## src/rtl/jk_excite_counter.sv

```systemverilog
// Modulo-MODULUS up/down counter whose state register is updated through
// per-bit JK excitation, exposed so an external JK flip-flop bank can follow.
module jk_excite_counter #(
    parameter int unsigned WIDTH   = 4,
    parameter int unsigned MODULUS = 10
) (
    input  logic             clk,
    input  logic             reset,
    input  logic             en,
    input  logic             up,
    input  logic             load,
    input  logic [WIDTH-1:0] load_val,
    output logic [WIDTH-1:0] q,
    output logic [WIDTH-1:0] j_out,
    output logic [WIDTH-1:0] k_out,
    output logic             tc,
    output logic             load_err
);

    // One extra bit so MODULUS == 2^WIDTH is representable in comparisons.
    localparam int unsigned EXT_W = WIDTH + 1;
    localparam logic [EXT_W-1:0] MOD_EXT = EXT_W'(MODULUS);
    localparam logic [WIDTH-1:0] MAX_VAL = WIDTH'(MODULUS - 1);

    logic [WIDTH-1:0] ns;
    logic             wrap;
    logic             load_bad;

    // Next-state selection: reset > load > count > hold.
    always_comb begin
        ns       = q;
        wrap     = 1'b0;
        load_bad = 1'b0;
        if (reset) begin
            ns = '0;
        end else if (load) begin
            if ({1'b0, load_val} < MOD_EXT) begin
                ns = load_val;
            end else begin
                ns       = '0;
                load_bad = 1'b1;
            end
        end else if (en) begin
            if (up) begin
                if (q == MAX_VAL) begin
                    ns   = '0;
                    wrap = 1'b1;
                end else if ({1'b0, q} >= MOD_EXT) begin
                    ns = '0;
                end else begin
                    ns = q + WIDTH'(1);
                end
            end else begin
                if (q == '0) begin
                    ns   = MAX_VAL;
                    wrap = 1'b1;
                end else begin
                    ns = q - WIDTH'(1);
                end
            end
        end
    end

    // Minimal JK excitation; during reset this gives j=0, k=q.
    always_comb begin
        j_out = ~q & ns;
        k_out = q & ~ns;
    end

    // State advances through the JK characteristic equation; flags are one-cycle pulses.
    always_ff @(posedge clk) begin
        q <= (j_out & ~q) | (~k_out & q);
        if (reset) begin
            tc       <= 1'b0;
            load_err <= 1'b0;
        end else begin
            tc       <= wrap;
            load_err <= load_bad;
        end
    end

endmodule
```

## config.mk

```make
export PLATFORM = sky130hd
export DESIGN_NAME = jk_excite_counter
export DESIGN_NICKNAME = d
export VERILOG_FILES = /design/src/rtl/jk_excite_counter.sv
export SDC_FILE = /design/constraint.sdc
export NUM_CORES = 1
export LEC_CHECK = 0
export CAP_MARGIN = 30
export CELL_PAD_IN_SITES_DETAIL_PLACEMENT = 0
export CELL_PAD_IN_SITES_GLOBAL_PLACEMENT = 1
export CORE_MARGIN = 2
export CORE_UTILIZATION = 32
export CTS_CLUSTER_SIZE = 8
export DETAILED_ROUTE_END_ITERATION = 8
export GPL_ROUTABILITY_DRIVEN = 1
export HOLD_SLACK_MARGIN = 0.03
export PLACE_DENSITY_LB_ADDON = 0.1
export SYNTH_ARGS = -nofsm -noshare
export SYNTH_HDL_FRONTEND = slang
export SYNTH_SLANG_ARGS = --single-unit
```

## constraint.sdc

```tcl
create_clock -name clk -period 5.5 [get_ports clk]
set_input_delay 1.65 -clock clk [delete_from_list [all_inputs] [get_ports clk]]
set_output_delay 1.65 -clock clk [all_outputs]
set_load 0.05 [all_outputs]
```

## After elaboration in Yosys (flattened, before gate mapping)

Cells that the tools add are included.

| word-level totals | value |
|---|---|
| output and inout bits | 14 |
| flip-flop bits (word level) | 6 |
| input bits | 9 |

| operators by class | value |
|---|---|
| eq/ne operators | 1 |
| $add $sub $neg | 2 |
| reductions and logical operators | 3 |
| mux-type cells | 12 |
| bitwise logic cells | 10 |
| $lt $le $gt $ge | 2 |

Operators by type and width:

| operator | number |
|---|---|
| $mux W4 | 8 |
| $and A4 B4 Y4 | 4 |
| $not A4 Y4 | 3 |
| $add A4 B1 Y4 const B | 1 |
| $eq A4 B4 Y1 const B | 1 |
| $ge A4 B4 Y1 const B | 1 |
| $logic_not A4 Y1 | 1 |
| $lt A4 B4 Y1 const B | 1 |
| $mux W1 | 4 |
| $or A4 B4 Y4 | 1 |
| $sub A4 B1 Y4 const B | 1 |
| $reduce_or A3 Y1 | 1 |
| $not A1 Y1 | 2 |
| $reduce_or A2 Y1 | 1 |

## Longest topological paths before layout

| logic depth | value |
|---|---|
| depth in word-level cells | 12 |
| gate-level depth with buffers | 7 |
| mapped depth without buffers | 6 |

## Worst setup path after synthesis

OpenSTA, ideal clock, no wires.

| timing | value |
|---|---|
| path type | input-to-output |
| from | input en |
| to | output k_out[2] |
| arrival | 3,328 ps |
| stages on the path | 5 |
| buffers on the path | 1 |
| slack | 522 ps |
| cells stage by stage | buf_2 -> inv_1 -> nor2_1 -> nor2_1 -> a311oi_1 |

| on the way | value |
|---|---|
| longest elaborated chain between the ends | 5 |

Ends and longest elaborated chain:

| element | line | text |
|---|---|---|
| start, declared | 9 | `input logic en,` |
| $mux W4 | 43 | `end else if (en) begin` |
| $mux W4 | 36 | `end else if (load) begin` |
| $mux W4 | 34 | `if (reset) begin` |
| $not A4 Y4 | 67 | `k_out = q & ~ns;` |
| $and A4 B4 Y4 | 67 |  |
| end, declared | 15 | `output logic [WIDTH-1:0] k_out,` |

No other way between the ends.

## Final worst setup path

| timing | value |
|---|---|
| from | input load |
| to | output j_out[0] |

| on the way | value |
|---|---|
| longest elaborated chain between the ends | 3 |

Ends and longest elaborated chain:

| element | line | text |
|---|---|---|
| start, declared | 11 | `input logic load,` |
| $mux W4 | 36 |  |
| $mux W4 | 34 |  |
| $and A4 B4 Y4 | 66 | `j_out = ~q & ns;` |
| end, declared | 14 | `output logic [WIDTH-1:0] j_out,` |

No other way between the ends.

==> reports/results.ini <==
[placement]
detailed_place_hpwl_um = 1280
place_area_um2 = 932
gp_congestion = 0.809
port-buffer-count = 22
dp_cells = 132

[synthesis]
synth-seq-area-share = 0.185
yosys_most_used_dff = dfxtp_1
synth_cells = 89
ys_ff_latch = 6
async_flop_share = 0
synth_cell_types = 38
synth_area_per_cell_um2 = 7.30
synth_edf_count = 0
syn_area_um2 = 649
synth_nets = 102
yosysWarnings = 0

[timing]
slew_headroom = 0.667
grt_setup_unrepaired = no
hold_violations = 0
slew_violations = 0
clock-skew-final_ns = 0.00511
min_period_ns = 5.03
tns_ns = 0
finalCritPeriodShare = 0.915
fin_hold_ws_ns = 0.705
setup_violations = 0
tightest_slew_ns = 0.498
fmax_mhz = 199

[floorplanning]
core_um2 = 1940
die_width_um = 49.0
die_area_um2 = 2410
die_y_um = 49.0
rows = 16
ioPinCount = 23
initial_core_util = 0.334

[clock_tree]
clk_latency_ns = 0.25
clock_sinks = 6
cts.repair.resized = 0
hold_buffers = 0
clk_pin_slew_ns = 0.05
tritoncts = done
post_cts_buffers = 0
cts.path.max_buffers = 2
cts-root-buf = clkbuf_4
htree_levels = 1
numCtsBuffers = 3

[finish]
final_cells = 135
syn_to_final_growth_pct = 47.0
final_nets = 123
fin_area_um2 = 955
antennaDiodeCount = 0
drive_gt1_frac = 0.130

[worst_setup_path]
critPathMaxFanout = 15
r2r_start = q[0]
crit_arrival_ns = 3.38
worst_ep_required_time_ns = 3.85
worst-setup-path-type = input port to output port
crit_start = load
crit_path_start_kind = input port
r2r_setup_slack_ns = 3.54
worstSetupEndpointType = output port

[route]
vias = 710
first_iter_violations = 16
dr.pass1.iters = 4
drtAntennaViolNets = 0
drc = 0
routed_wl_um = 1620
via_per_inst = 5.26
avgRoutedWirePerCell_um = 12.0

[power_and_ir_drop]
p_leak_nw = 0.385
power.density_nw_per_um2 = 193
power_mw = 0.185
peakVddDrop_uv = 97.5

[worst_hold_path]
min_from = q[0]
hp-class = flip-flop to flip-flop

[global_routing]
grt_pass1_vias = 660
grt_max_degree = 16
antenna_found_initial = 0
grt_overflow = 0
grtUsageTotal = 0.152
grt_pass1_wl_um = 2880

[flow_run]
cap_viol_max_count = 0

[run_status]
outcome = finished, final reports clean

## worst max-delay path: stages
cell	delay, ns
clkdlybuf4s50_1	0.66
nand2b_1	0.30
or3_1	0.33
a21oi_1	0.26
buf_12	0.18
## metal layers
metal	GRT usage	share of wire	routed length, um
met1	0.186	0.45	728
met2	0.251	0.49	797
met3	0.0429	0.053	86
met4	0.0571	0.0074	12
met5	0	0	0
## cell usage in the layout, fill, tap and decap left out, types with 3 or more instances in the layout
cell type	Yosys	layout
ha_1	4	4
buf_12	0	6
clkbuf_4	0	3
o21ai_0	3	3
a31oi_1	3	3
dfxtp_1	6	6
nand2_1	5	5
nor2_1	10	10
a21oi_1	7	7
inv_1	5	5
buf_4	0	3
clkdlybuf4s50_1	0	14
nand2b_1	4	4
## cell families after synthesis
| logic type | after synthesis | share of synthesized area |
|---|---|---|
| AND/OR/NAND/NOR | 39 | 0.345 |
| AO/OA/AOI/OAI | 28 | 0.312 |
| buffers and inverters | 12 | 0.0809 |
| flip-flops | 6 | 0.185 |
| adder cells (fa/ha/maj) | 4 | 0.0771 |
## where the power goes
group	switching (mW)	leakage (nW)	internal, mW
clock	0.0181	0.0138	0.0248
combinational	0.0507	0.322	0.0380
sequential	0.00668	0.0494	0.0462
total	0.0755	0.385	0.109
## cells in the mapped netlist, types with 2 or more instances
cell / count / area (um^2)
inv_1: 5 / 18.8
ha_1: 4 / 50.1
and3_1: 2 / 12.5
a21o_1: 2 / 15.0
nand2_1: 5 / 18.8
o31ai_1: 2 / 15.0
a31oi_1: 3 / 18.8
nor2b_1: 2 / 12.5
nor2_1: 10 / 37.5
nor3_1: 2 / 10.0
nor3b_1: 2 / 15.0
nor4_1: 2 / 12.5
o31a_1: 2 / 17.5
o21ai_0: 3 / 15.0
nand2b_1: 4 / 25.0
dfxtp_1: 6 / 120
buf_2: 6 / 30.0
a21oi_1: 7 / 35.0
## registers in the layout, summed over array words and instances, names as in the netlist
| register | count |
|---|---|
| load_err | 1 |
| tc | 1 |
| q | 4 |
## path summary, 6_finish.rpt
path / endpoint / cells after the start
min reg2reg: q[0] / 2
max: j_out[0] / 5
max reg2reg: q[1] / 6
min: q[0] / 2
## layout make-up
cell class / count / area, um^2
Timing Repair Buffer: 23 / 283
Fill cell: 210 / 987
Tap cell: 27 / 33.8
Inverter: 5 / 18.8
Clock buffer: 3 / 22.5
Multi-Input combinational cell: 71 / 477
Sequential cell: 6 / 120
## stage by stage
stage | setup WS [ns] | utilization
after detailed placement | 0.464 | 0.480
after CTS | 0.463 | 0.492
after global placement | 0.439 | 0.480
after floorplan | 0.522 | -
after global routing | 0.289 | 0.492
final | 0.469 | 0.492
(Power assumes the default switching activity.)
